`src/rtl/if_types_pkg.sv`:
```
// Shared CPU-interface types, including the key/value controller additions.
package if_types_pkg;

    // Request operation encoding driven by the interface FSM.
    typedef enum logic [2:0] {
        IF_READ   = 3'd0,
        IF_UPSERT = 3'd1,
        IF_DELETE = 3'd2
    } request_operation_e;

    typedef struct packed {
        logic [15:0] key;
        logic [63:0] value;
    } request_data_t;

    localparam int unsigned KV_NUM_ENTRIES_DEFAULT = 8;

    typedef enum logic [1:0] {
        ST_IDLE   = 2'd0,
        ST_LOOKUP = 2'd1,
        ST_EXEC   = 2'd2,
        ST_DONE   = 2'd3
    } kv_ctrl_state_e;

    typedef struct packed {
        logic        hit;
        logic        err;
        logic [63:0] value;
    } kv_result_t;

endpackage

```
`src/rtl/kv_match_unit.sv`:
```
// Combinational associative lookup over the key/value table.
module kv_match_unit #(
    parameter int unsigned  NUM_ENTRIES = 8,
    parameter int unsigned  KEY_WIDTH   = 16,
    localparam int unsigned IDX_W       = $clog2(NUM_ENTRIES)
) (
    input  logic [NUM_ENTRIES-1:0]                valid_i,
    input  logic [NUM_ENTRIES-1:0][KEY_WIDTH-1:0] keys_i,
    input  logic [KEY_WIDTH-1:0]                  key_i,
    output logic [NUM_ENTRIES-1:0]                match_o,
    output logic                                  hit_o,
    output logic [IDX_W-1:0]                      match_idx_o,
    output logic                                  any_free_o,
    output logic [IDX_W-1:0]                      free_idx_o
);

    logic [NUM_ENTRIES-1:0] w_match;
    logic [IDX_W-1:0]       w_match_idx;
    logic [IDX_W-1:0]       w_free_idx;

    // Match vector, encoded match index (one-hot by invariant) and lowest free slot.
    always_comb begin
        w_match     = '0;
        w_match_idx = '0;
        w_free_idx  = '0;
        for (int i = 0; i < NUM_ENTRIES; i++) begin
            w_match[i] = valid_i[i] && (keys_i[i] == key_i);
        end
        for (int i = 0; i < NUM_ENTRIES; i++) begin
            if (w_match[i]) begin
                w_match_idx = w_match_idx | IDX_W'(i);
            end
        end
        // Scan downwards so the lowest free index wins.
        for (int i = NUM_ENTRIES - 1; i >= 0; i--) begin
            if (!valid_i[i]) begin
                w_free_idx = IDX_W'(i);
            end
        end
    end

    assign match_o     = w_match;
    assign hit_o       = |w_match;
    assign match_idx_o = w_match_idx;
    assign any_free_o  = ~&valid_i;
    assign free_idx_o  = w_free_idx;

endmodule

```
`src/rtl/kv_store_ctrl.sv`:
```
// Key/value store responder: FSM, table storage, entry counter and optional
// round-robin eviction when the table is full (macro KV_STORE_EVICT_EN).
module kv_store_ctrl
    import if_types_pkg::*;
#(
    parameter int unsigned  NUM_ENTRIES = KV_NUM_ENTRIES_DEFAULT,
    parameter int unsigned  KEY_WIDTH   = 16,
    parameter int unsigned  VALUE_WIDTH = 64,
    localparam int unsigned IDX_W       = $clog2(NUM_ENTRIES),
    localparam int unsigned CNT_W       = $clog2(NUM_ENTRIES + 1)
) (
    input  logic                   clk,
    input  logic                   rst_n,
    input  logic                   start_i,
    input  logic [2:0]             operation_i,
    input  logic [KEY_WIDTH-1:0]   key_i,
    input  logic [VALUE_WIDTH-1:0] value_i,
    output logic                   busy_o,
    output logic                   done_o,
    output logic                   hit_o,
    output logic                   err_o,
    output logic [VALUE_WIDTH-1:0] value_o,
    output logic [CNT_W-1:0]       count_o
);

    kv_ctrl_state_e r_state, w_state_next;

    request_operation_e r_op;
    logic [KEY_WIDTH-1:0]   r_key;
    logic [VALUE_WIDTH-1:0] r_wdata;

    logic [NUM_ENTRIES-1:0]                  r_valid;
    logic [NUM_ENTRIES-1:0][KEY_WIDTH-1:0]   r_keys;
    logic [NUM_ENTRIES-1:0][VALUE_WIDTH-1:0] r_vals;

    logic [NUM_ENTRIES-1:0] w_match, r_match;
    logic                   w_hit, r_hit_lk;
    logic [IDX_W-1:0]       w_match_idx, r_match_idx;
    logic                   w_any_free, r_any_free;
    logic [IDX_W-1:0]       w_free_idx, r_free_idx;

    logic                   r_busy, r_done, r_hit, r_err;
    logic [VALUE_WIDTH-1:0] r_value;
    logic [CNT_W-1:0]       r_count;

    logic [NUM_ENTRIES-1:0] w_valid_next;
    logic [CNT_W-1:0]       w_count_next;
    logic                   w_wr_en;
    logic [IDX_W-1:0]       w_wr_idx;
    logic                   w_res_hit, w_res_err;
    logic [VALUE_WIDTH-1:0] w_res_value;

`ifdef KV_STORE_EVICT_EN
    logic [IDX_W-1:0] r_evict_ptr;
    logic             w_evict;
`endif

    kv_match_unit #(
        .NUM_ENTRIES(NUM_ENTRIES),
        .KEY_WIDTH  (KEY_WIDTH)
    ) u_match (
        .valid_i    (r_valid),
        .keys_i     (r_keys),
        .key_i      (r_key),
        .match_o    (w_match),
        .hit_o      (w_hit),
        .match_idx_o(w_match_idx),
        .any_free_o (w_any_free),
        .free_idx_o (w_free_idx)
    );

    // FSM state register.
    always_ff @(posedge clk or negedge rst_n) begin
        if (!rst_n) begin
            r_state <= ST_IDLE;
        end else begin
            r_state <= w_state_next;
        end
    end

    // FSM next state: fixed walk through lookup, execute and done.
    always_comb begin
        w_state_next = r_state;
        unique case (r_state)
            ST_IDLE:   if (start_i) w_state_next = ST_LOOKUP;
            ST_LOOKUP: w_state_next = ST_EXEC;
            ST_EXEC:   w_state_next = ST_DONE;
            ST_DONE:   w_state_next = ST_IDLE;
            default:   w_state_next = ST_IDLE;
        endcase
    end

    // Execute-stage decision: table update, counter update and results.
    always_comb begin
        w_valid_next = r_valid;
        w_count_next = r_count;
        w_wr_en      = 1'b0;
        w_wr_idx     = r_match_idx;
        w_res_hit    = 1'b0;
        w_res_err    = 1'b0;
        w_res_value  = '0;
`ifdef KV_STORE_EVICT_EN
        w_evict      = 1'b0;
`endif
        case (r_op)
            IF_READ: begin
                w_res_hit = r_hit_lk;
                if (r_hit_lk) w_res_value = r_vals[r_match_idx];
            end
            IF_UPSERT: begin
                if (r_hit_lk) begin
                    w_wr_en   = 1'b1;
                    w_res_hit = 1'b1;
                end else if (r_any_free) begin
                    w_wr_en                  = 1'b1;
                    w_wr_idx                 = r_free_idx;
                    w_valid_next[r_free_idx] = 1'b1;
                    w_count_next             = r_count + CNT_W'(1);
                end else begin
`ifdef KV_STORE_EVICT_EN
                    // Slot stays valid; the victim key was a miss so no duplicate arises.
                    w_wr_en  = 1'b1;
                    w_wr_idx = r_evict_ptr;
                    w_evict  = 1'b1;
`else
                    w_res_err = 1'b1;
`endif
                end
            end
            IF_DELETE: begin
                if (r_hit_lk) begin
                    w_valid_next = r_valid & ~r_match;
                    w_count_next = r_count - CNT_W'(1);
                    w_res_hit    = 1'b1;
                end
            end
            default: w_res_err = 1'b1;
        endcase
    end

    // Request latch, lookup registers, table valid bits and registered outputs.
    always_ff @(posedge clk or negedge rst_n) begin
        if (!rst_n) begin
            r_op        <= IF_READ;
            r_key       <= '0;
            r_wdata     <= '0;
            r_match     <= '0;
            r_hit_lk    <= 1'b0;
            r_match_idx <= '0;
            r_any_free  <= 1'b0;
            r_free_idx  <= '0;
            r_valid     <= '0;
            r_count     <= '0;
            r_busy      <= 1'b0;
            r_done      <= 1'b0;
            r_hit       <= 1'b0;
            r_err       <= 1'b0;
            r_value     <= '0;
        end else begin
            r_busy <= (w_state_next != ST_IDLE);
            r_done <= (w_state_next == ST_DONE);
            if (r_state == ST_IDLE && start_i) begin
                r_op    <= request_operation_e'(operation_i);
                r_key   <= key_i;
                r_wdata <= value_i;
            end
            if (r_state == ST_LOOKUP) begin
                r_match     <= w_match;
                r_hit_lk    <= w_hit;
                r_match_idx <= w_match_idx;
                r_any_free  <= w_any_free;
                r_free_idx  <= w_free_idx;
            end
            if (r_state == ST_EXEC) begin
                r_valid <= w_valid_next;
                r_count <= w_count_next;
                r_hit   <= w_res_hit;
                r_err   <= w_res_err;
                r_value <= w_res_value;
            end
        end
    end

    // Key and value storage carries no reset; valid bits gate every use.
    always_ff @(posedge clk) begin
        if (r_state == ST_EXEC && w_wr_en) begin
            r_keys[w_wr_idx] <= r_key;
            r_vals[w_wr_idx] <= r_wdata;
        end
    end

`ifdef KV_STORE_EVICT_EN
    // Round-robin victim pointer, advanced only when an eviction happens.
    always_ff @(posedge clk or negedge rst_n) begin
        if (!rst_n) begin
            r_evict_ptr <= '0;
        end else if (r_state == ST_EXEC && w_evict) begin
            r_evict_ptr <= r_evict_ptr + IDX_W'(1);
        end
    end
`endif

    assign busy_o  = r_busy;
    assign done_o  = r_done;
    assign hit_o   = r_hit;
    assign err_o   = r_err;
    assign value_o = r_value;
    assign count_o = r_count;

endmodule

```
`config.mk`:
```
export PLATFORM = sky130hd
export DESIGN_NAME = kv_store_ctrl
export DESIGN_NICKNAME = d
export VERILOG_FILES = /design/src/rtl/if_types_pkg.sv /design/src/rtl/kv_match_unit.sv /design/src/rtl/kv_store_ctrl.sv
export SDC_FILE = /design/constraint.sdc
export NUM_CORES = 1
export LEC_CHECK = 0
export ABC_AREA = 1
export CORE_ASPECT_RATIO = 0.75
export CORE_MARGIN = 3
export CORE_UTILIZATION = 60
export DETAILED_ROUTE_END_ITERATION = 8
export PLACE_DENSITY = 0.85
export SYNTH_ARGS = -nofsm -noshare
export SYNTH_HDL_FRONTEND = slang
export SYNTH_HIERARCHICAL = 1
export SYNTH_SLANG_ARGS = --single-unit
```
`constraint.sdc`:
```
create_clock -name clk -period 5.88 [get_ports clk]
set_clock_uncertainty 0.2 [all_clocks]
set_input_delay 0.588 -clock clk [delete_from_list [all_inputs] [get_ports clk]]
set_output_delay 0.588 -clock clk [all_outputs]
set_load 0.005 [all_outputs]
```
# Yosys cells after proc, flatten, opt, wreduce, memory -nomap -nowiden
# Index checks and enable logic that the tools add are counted.
[totals] regBits=821 inputBits=86 out_inout_bits=72
[op_classes] add_sub_neg=2 n_lt_le_gt_ge=5 n_mux=48 bitwise_logic=3 n_eq_ne=17 n_reduce_logical=22
[ops] operator="$bwmux 512" count=1
[ops] operator="$mux 64" count=4
[ops] operator="$bmux 64 s3" count=1
[ops] operator="$demux 64 s3" count=1
[ops] operator="$bwmux 128" count=1
[ops] operator="$eq 16x16->1" count=8
[ops] operator="$demux 16 s3" count=1
[ops] operator="$mux 3" count=15
[ops] operator="$mux 8" count=3
[ops] operator="$mux 16" count=1
[ops] operator="$pmux 8 s2" count=1
[ops] operator="$logic_and 1x1->1" count=12
[ops] operator="$lt 3x4->1 const B" count=3
[ops] operator="$mux 4" count=3
[ops] operator="$and 8x8->8" count=1
[ops] operator="$mux 1" count=8
[ops] operator="$not 8->8" count=1
[ops] operator="$or 8x8->8" count=1
[ops] operator="$pmux 2 s4" count=1
[ops] operator="$pmux 4 s2" count=1
[ops] operator="$reduce_and 8->1" count=1
[ops] operator="$reduce_or 8->1" count=1
[ops] operator="$eq 2x2->1 const B" count=3
[ops] operator="$ge 3x1->1 const B" count=2
[ops] operator="15 further kinds" count=22

# Longest topological paths before layout
# Gate-level depths: netlist of run 1.
[logic_depth] word_depth=9 mapped_depth=13

# Modules after synthesis
# The synthesis of run 1 kept the hierarchy.
[modules_own_cells] module="kv_store_ctrl" cells_per_inst=2060 instances=1 area_each_um2=30289.0
[modules_own_cells] module="kv_match_unit" cells_per_inst=510 instances=1 area_each_um2=2265.9

# Worst setup path after synthesis of run 1
# No wires, ideal clock.
[synth_path] kind="reg-to-reg" startpoint="register r_state[0]" endpoint="register r_keys[112] (netlist name), enable pin" t_arrival_ps=4601 n_path_buf=0 stages_incl_launch_ff=7 setup_ps=519 path_slack_ps=559 t_required_ps=5161 path_cell_list="dfrtp_1 inv_1 ha_1 inv_1 nor3_1 o211ai_1 nor2_1"
[synth_via] elab_chain_len=2
[synth_lines] element="start, declared" line="kv_store_ctrl.sv:26" source="kv_ctrl_state_e r_state, w_state_next;"
[synth_lines] element="start signal, assigned" line="kv_store_ctrl.sv:77" source="r_state <= w_state_next;"
[synth_lines] element="$eq 2x2->1" line="kv_store_ctrl.sv:186" source="if (r_state == ST_EXEC && w_wr_en) begin"
[synth_lines] element="$logic_and 1x1->1" line="kv_store_ctrl.sv:186"
[synth_lines] element="end signal, assigned by index" line="kv_store_ctrl.sv:187" source="r_keys[w_wr_idx] <= r_key;"
[synth_lines] element="end, declared" line="kv_store_ctrl.sv:33" source="logic [NUM_ENTRIES-1:0][KEY_WIDTH-1:0] r_keys;"
# No other way between the ends.
# A chain may end at the register's enable or synchronous reset.

# Worst setup path after layout of run 1
[layout_path] startpoint="register r_match_idx[0]" endpoint="register r_value[7], in the netlist value_o[7]"
[layout_via] elab_chain_len=4
[layout_lines] element="start, declared" line="kv_store_ctrl.sv:38" source="logic [IDX_W-1:0] w_match_idx, r_match_idx;"
[layout_lines] element="start signal, assigned" line="kv_store_ctrl.sv:170" source="r_match_idx <= w_match_idx;"
[layout_lines] element="$bmux 64 s3" line="kv_store_ctrl.sv:108" source="if (r_hit_lk) w_res_value = r_vals[r_match_idx];"
[layout_lines] element="$mux 64 (implied by the code)" line="kv_store_ctrl.sv:108"
[layout_lines] element="$mux 64" line="kv_store_ctrl.sv:108"
[layout_lines] element="$mux 64" line="kv_store_ctrl.sv:105" source="case (r_op)"
[layout_lines] element="end signal, assigned" line="kv_store_ctrl.sv:179" source="r_value <= w_res_value;"
[layout_lines] element="end, declared" line="kv_store_ctrl.sv:43" source="logic [VALUE_WIDTH-1:0] r_value;"
# No other way between the ends. The select of a mux whose other input is x is not followed.

==> flow_results.org, run 1 <==
** Cells and area
- In the final design database the tool counted about 2800 nets.
- Relative area change from synthesis to final layout :: 14.6%
- Fraction of final layout cells with drive strength greater than 1 :: a little under 10%

** Power and ir drop
- Power comes to 0.0155 W.
- Sw power :: between 0.004 and 0.005 W
- Cell leakage power :: 13.8 nW
- Internal power comes to ~0.011 W.
- Power density of the placed cells :: around 410 mW/mm2
- Proportion of power drawn by flip-flops and latches :: between 50% and 60%
- The worst-case IR drop observed on VDD is ~0.31 mV.
- The share of total power dissipated in the clock network is 33.6%.
- Switch share :: between 20% and 30%
- Combinational logic burns 12.4% of the power.

** GRT
- The initial antenna violation count is 2.
- All-Layer GR Usage :: between 20 and 30%
- Global routing finished with a remaining overflow of 0.
- Maximum number of pins on one net before global-route repair :: between 100 and 150
- The via count of the first global-routing pass is roughly 22000.
- The first global-routing pass estimated around 130 mm of wire.

** Timing
- Final setup viols :: 0
- Actual slew at the worst max-slew pin :: around 1200 ps
- Final slew viol count :: 0
- In the final timing run, aggregate negative setup slack is 0 ps.
- The number of failing hold endpoints at the final stage came to 0.
- Maximum clock frequency :: around 240 MHz
- Worst slew margin :: a little over a fifth
- Of the available clock period, the critical path in the final layout requires a little over two thirds.
- Final critical-path required period :: about 4200 ps
- Unrepaired setup endpoints after global routing :: no

** Critical path
- The worst setup path is of the flop to flop kind.
- Worst Path Required :: 6220 ps
- CP Capture Type :: flop
- Data on the critical path arrives at its endpoint at roughly 4500 ps.
- Worst-path fanout max :: 104
- STA classifies the critical path startpoint as a flop.

** Clocking
- TritonCTS built the clock tree.
- CTS built an H-tree with a depth of 3.
- Number of clock buffers inserted by TritonCTS :: between 70 and 80
- Clock-pin slew was measured on the worst setup and hold paths at ~60 ps.
- In this run the deepest clock path goes through 3 buffers.
- The root buffer cell chosen for the clock tree is clkbuf_16.
- Clock latency reported for the late side of the worst-skew pair :: between 600 and 700 ps
- CTS sink cnt :: about 800
- Setup repair bufs after CTS :: 0
- In this run, post-CTS repair resized a total of 0 instances.
- Buffers inserted to repair hold after CTS numbered 1.

** Yosys
- By count the netlist is led by edfxtp_1 (640), nand2_1 (398), nor2_1 (379).
- In the synthesized netlist, the number of instances is 2570.
- Flop and latch count out of synthesis :: just over 800
- Most common cell in the netlist :: edfxtp_1
- Among all flip-flop cells after synthesis, the most frequent one is edfxtp_1.
- During synthesis, Yosys emitted a total of 6 warnings.
- Number of enable-type register cells in the synthesized netlist :: 640
- In this run the cell area of the synthesized design comes to 0.0326 mm2.
- Async set-reset flop share out of synthesis :: 22.0%
- Net count after synthesis :: ~2700
- Of all cell types, the one taking the most synthesized area is edfxtp_1.
- In this run the mean area of a mapped cell was 12.7 um2.
- After synthesis, the netlist uses 32 different library cells.
- Fraction of the yosys area taken by sequential cells :: between 70% and 80%
- Biggest area contributors in the synthesized netlist :: edfxtp_1 (59%), dfrtp_1 (14%), o21ai_0 (5.0%), nand2_1 (4.6%), nor2_1 (4.4%)
- Area share of the largest cell type after synthesis :: 59.0%

** Floorplanning
- Total Die Area :: ~0.057 mm2
- The floorplan has 73 rows.
- Once the floorplan was initialized, standard cells occupied between 60% and 70% of the core.
- Top-level port count :: around 160
- Die extent in x :: between 200 and 300 um
- Area of the core :: 0.0533 mm2
- The floorplan step set the die height to between 200 and 250 um.

** Routing
- Wirelength per Cell :: approximately 24 um
- DRC violation count after routing :: 0
- Via density :: between 6 and 7
- The count of nets left with antenna violations once routing finished came out at 0.
- Initial DRC Count :: approximately 3900
- The routed design has between 80 and 90 mm of wire.
- DR vias :: about 22000
- Total iterations of the first detailed-routing run :: 6

** Placement
- Input and output buffers added on the ports amount to roughly 160.
- Detailed placement finished with a half-perimeter wire length of around 44 mm.
- Final weighted congestion of routability-driven global placement :: around 0.86

** Job
- Count of max-cap constraint violations :: 0

** Status
- The run finished with clean final reports.

** Worst hold path
- The min-delay analysis places its worst path in the category flop to flop.
==> worst max-delay path, stage by stage, from the launching register on <==
cell	delay, ps
dfrtp_4	790
inv_6	530
buf_4	750
buf_4	890
o21ai_0	230
o221ai_1	280
nand3_1	130
nand2_1	120
==> cell usage in the layout (no fill, tap or decap), drive strengths merged, types with 9 or more instances in the layout <==
| master | n |
|---|---|
| edfxtp | 640 |
| nand3 | 87 |
| nand2 | 405 |
| nor3 | 9 |
| inv | 126 |
| o21ai | 341 |
| clkbuf | 102 |
| clkinv | 17 |
| nor2 | 381 |
| mux2 | 82 |
| o221ai | 86 |
| xor2 | 31 |
| o211ai | 49 |
| bufinv | 13 |
| buf | 29 |
| clkdlybuf4s50 | 156 |
| dfrtp | 181 |
==> flip-flops by register name, summed over array words and instances, names as in the netlist, 2 cells and up <==
name / flops
value_o: 64
count_o: 4
r_free_idx: 3
r_key: 16
r_match_idx: 3
r_state: 2
r_vals: 512
r_keys: 128
r_match: 8
r_valid: 8
r_op: 3
r_wdata: 64
==> logic make-up (layout without fill, tap and decap cells) <==
| kind of cell | count (synthesis) | after routing | synth area share (%) |
|---|---|---|---|
| xor+xnor | 33 | 33 | 0.888 |
| compound gates | 481 | 481 | 8.78 |
| flops | 821 | 821 | 72.9 |
| fa+ha+maj | 4 | 4 | 0.154 |
| simple gates | 889 | 889 | 10.9 |
| mux | 82 | 82 | 2.84 |
| buf+inv | 260 | 447 | 3.51 |
| other cells | 0 | 2 | 0 |
==> layout make-up <==
type,instances,area (um2)
Sequential cell,821,23800
Fill cell,3236,16000
Multi-Input combinational cell,1489,7730
Clock buffer,101,2040
Timing Repair Buffer,187,1850
Tap cell,712,891
Clock inverter,38,576
Inverter,121,462
Antenna cell,2,5.00
==> power by group through the flow <==
stage	clock network (W)	logic (W)	registers [W]
after global placement	0	0.00175	0.00835
after detailed placement	0	0.00183	0.00843
final	0.00519	0.00192	0.00836
after global routing	0.00545	0.00207	0.00844
after CTS	0.00523	0.00188	0.00832
after floorplan	0	0.00136	0.00799
==> metrics by stage <==
step	setup slack (ps)	area (um2)	hold WS [ps]	util, %	std cells
6_report	1720	37300	279	70.0	3471
3_5_place_dp	1920	34700	266	65.0	3329
4_1_cts	1850	37300	283	70.0	3469
5_1_grt	1540	37300	304	70.0	3471
3_3_place_gp	2030	34700	263	65.0	3329
2_1_floorplan	559	32600	92.4	-	2570
==> routing by layer <==
metal  track usage (%)  up-vias  part of all wire, %
met3              6.37      245                   12
met5                 0        -                    0
met4              11.4        0                  3.2
met2              45.1     1667                   47
li1                  -     9371                    -
met1              39.7    10700                   37
==> final timing paths <==
check | from | endpoint | slack (ps) | depth (start not counted)
max | r_match_idx[0] | value_o[7] | 1720 | 7
min | value_o[30] | value_o[30] | 280 | 2
max reg2reg | r_match_idx[0] | value_o[7] | 1720 | 7
min reg2reg | value_o[30] | value_o[30] | 280 | 2
max in group asynchronous | rst_n | r_wdata[1] | 3890 | 3
min in group asynchronous | rst_n | r_wdata[31] | 420 | 2
No activity file was read; power rests on OpenSTA's default activity.
==> inputs of run 2 (changes only) <==
Clock period 5.88 ns to 3.9 ns, I/O delays scaled along.
==> flow_results.org, run 2 (same netlist as run 1, synthesis figures left out) <==
** Timing
- Final slew viol count :: 0
- Share of the cycle needed by the critical path after routing :: about four fifths
- Final setup viols :: 0
- Setup repair after global routing left no endpoint under its margin.
- Maximum clock frequency :: about 320 MHz
- Actual slew at the worst max-slew pin :: ~1200 ps
- Final sum of negative setup slack :: 0 ps
- For the finished layout, the period the worst path requires is between 3000 and 4000 ps.
- Headroom to the max-slew limit came out at between 15 and 20%.
- Final-report hold violation count :: 0

** Clocking
- After clock tree synthesis, the flow added hold-fix buffers numbering 1.
- Number of clock buffers inserted by TritonCTS :: 74
- The longest clock path from root to sink contains 3 buffers.
- After clock tree synthesis, the clock-pin slew on the worst setup and hold paths is 60 ps.
- For the worst-skew pair, the clock arrives at the later sink with an insertion delay of between 600 and 700 ps.
- CTS sink cnt :: 821
- Setup repair bufs after CTS :: 0
- Number of gates given a new drive strength after cts :: 0
- In this run the clock root is driven by a clkbuf_16.
- CTS built an H-tree with a depth of 3.
- Clock tree from TritonCTS :: done

** Floorplanning
- After floorplanning, the core was divided into 73 placement rows.
- Top-level port count :: 158
- The die covers 0.0571 mm2.
- Die extent in x :: 275 um
- Die H :: about 210 um
- Initial cell density of the core :: 61.0%
- After floorplanning, the core was sized to cover ~0.053 mm2.

** Cells and area
- Final Non-Filler Cells :: between 3000 and 4000
- After the last flow step, the layout net total stands at 2795.
- The filler cells instantiated in the layout total 3300.
- Fraction of final layout cells with drive strength greater than 1 :: about a tenth
- In the layout the commonest cells are edfxtp_1 (640), nand2_1 (397), nor2_1 (371), o21ai_0 (328), dfrtp_1 (178).
- Registers with the most flip-flops :: r_vals (512), r_keys (128)
- Largest register by flop count :: r_vals
- Max reg flops :: between 500 and 600
- Relative area change from synthesis to final layout :: 14.8%
- Leading cell type in the layout, fill and taps excluded :: edfxtp_1
- Count of antenna diodes in the layout :: 0

** GRT
- All-Layer GR Usage :: between 20 and 30%
- The total overflow left after global routing is 0.
- Vias in the first global route :: 21900
- Maximum number of pins on one net before global-route repair :: 258
- The first global-routing pass estimated ~120 mm of wire.
- Antenna violations before repair :: 1

** Critical path
- Along the worst path, the maximum fanout reaches 19.
- At the worst endpoint, the required time is around 4000 ps.
- Critical path startpoint category :: flop
- Critical path arrival :: approximately 3300 ps
- Among all stages on the critical path, the largest delay is contributed by nor2_4.
- Startpoint-to-endpoint class of the critical path :: flop to flop
- The largest single stage delay on the critical path is 730 ps.
- Cells along the critical path :: inv_1, ha_1, inv_2, nor3_1, nand2_1, nor2_4, buf_4
- The cell family contributing the most delay on the critical path is simple AND/OR/NAND/NOR gates.
- The worst setup path is captured at a flop.
- The number of buffers and inverters on the critical path is 3.

** Job
- Max-cap violations in this run came to 0.

** Power and ir drop
- Power density of the placed cells :: slightly above 600 mW/mm2
- For this design the static power due to leakage is roughly 14 nW.
- The worst-case IR drop observed on VDD is ~0.42 mV.

** Routing
- After detailed routing, the average wire length per cell comes to approximately 23 um.
- ANT nets after route :: 0
- DRC violation count after routing :: 0
- Total iterations of the first detailed-routing run :: 6
- The routed layout has between 20000 and 25000 vias.
- Via density :: between 6 and 7
- The detailed router finished its first iteration with 3068 violations.
- Post-detailed-routing wire length :: 80.3 mm

** Status
- The run finished with clean final reports.

** Placement
- The congestion estimate from routability-driven global placement came to a little over 0.9.
- The count of buffers added on input and output ports is 157.
- Dpl hpwl :: 42.5 mm
- Cell count after placement :: about 3300

** Worst hold path
- Path type of the worst min-delay path :: input port to flop
==> run 2: worst reg2reg max path, stage by stage (launching register included) <==
cell and delay (ps):
dfrtp_1 400, inv_1 90, ha_1 350, inv_2 70, nor3_1 280, nand2_1 320, nor2_4 730, buf_4 390
==> run 2: cell type report <==
cell class              count  area [um2]  share of cell area, %
clock buffers             105        2180                   5.85
clock inverters            33         300                  0.804
inverters                 121         460                   1.23
multi-input cells        1489        7730                   20.7
flip-flops and latches    821       23800                   63.6
well taps                 712         891                   2.38
repair buffers            198        2040                   5.45
==> run 2: where the power goes <==
| part | internal (W) | switching (W) | leakage, nW | total [W] |
|---|---|---|---|---|
| Sequential | 0.0111 | 0.00133 | 8.07 | 0.0125 |
| Combinational | 0.00116 | 0.00199 | 4.56 | 0.00314 |
| Clock | 0.00410 | 0.00324 | 1.22 | 0.00734 |
| Total | 0.0164 | 0.00656 | 13.9 | 0.0230 |
==> run 2: path summary, 6_finish.rpt <==
path / startpoint / end / slack (ps) / depth (start not counted)
setup reg to reg: r_state[0] / r_vals[0] / 760 / 7
setup / recovery: r_state[0] / r_vals[0] / 760 / 7
hold / removal: value_i[54] / r_wdata[54] / 170 / 2
max in group asynchronous: rst_n / r_wdata[1] / 2250 / 3
min in group asynchronous: rst_n / value_o[23] / 230 / 2
hold reg to reg: value_o[32] / value_o[32] / 280 / 2
==> run 2: per-stage QoR <==
| stage | power (W) | setup slack [ps] | hold slack (ps) | utilization [%] | instance area (um2) |
|---|---|---|---|---|---|
| floorplan | 0.0141 | -143 | -106 | - | 32600 |
| global placement | 0.0154 | 918 | 265 | 65.4 | 34900 |
| detailed placement | 0.0156 | 813 | 266 | 65.4 | 34900 |
| CTS | 0.0229 | 777 | 150 | 70.0 | 37400 |
| global route | 0.0237 | 608 | 167 | 70.0 | 37400 |
| finish | 0.0230 | 756 | 173 | 70.0 | 37400 |
==> run 2: routing by layer <==
layer,part of all wire (%),global-route usage (%)
met4,3.4,11.1
met1,38,39.3
met2,47,43.4
met3,12,5.55
met5,0.014,0
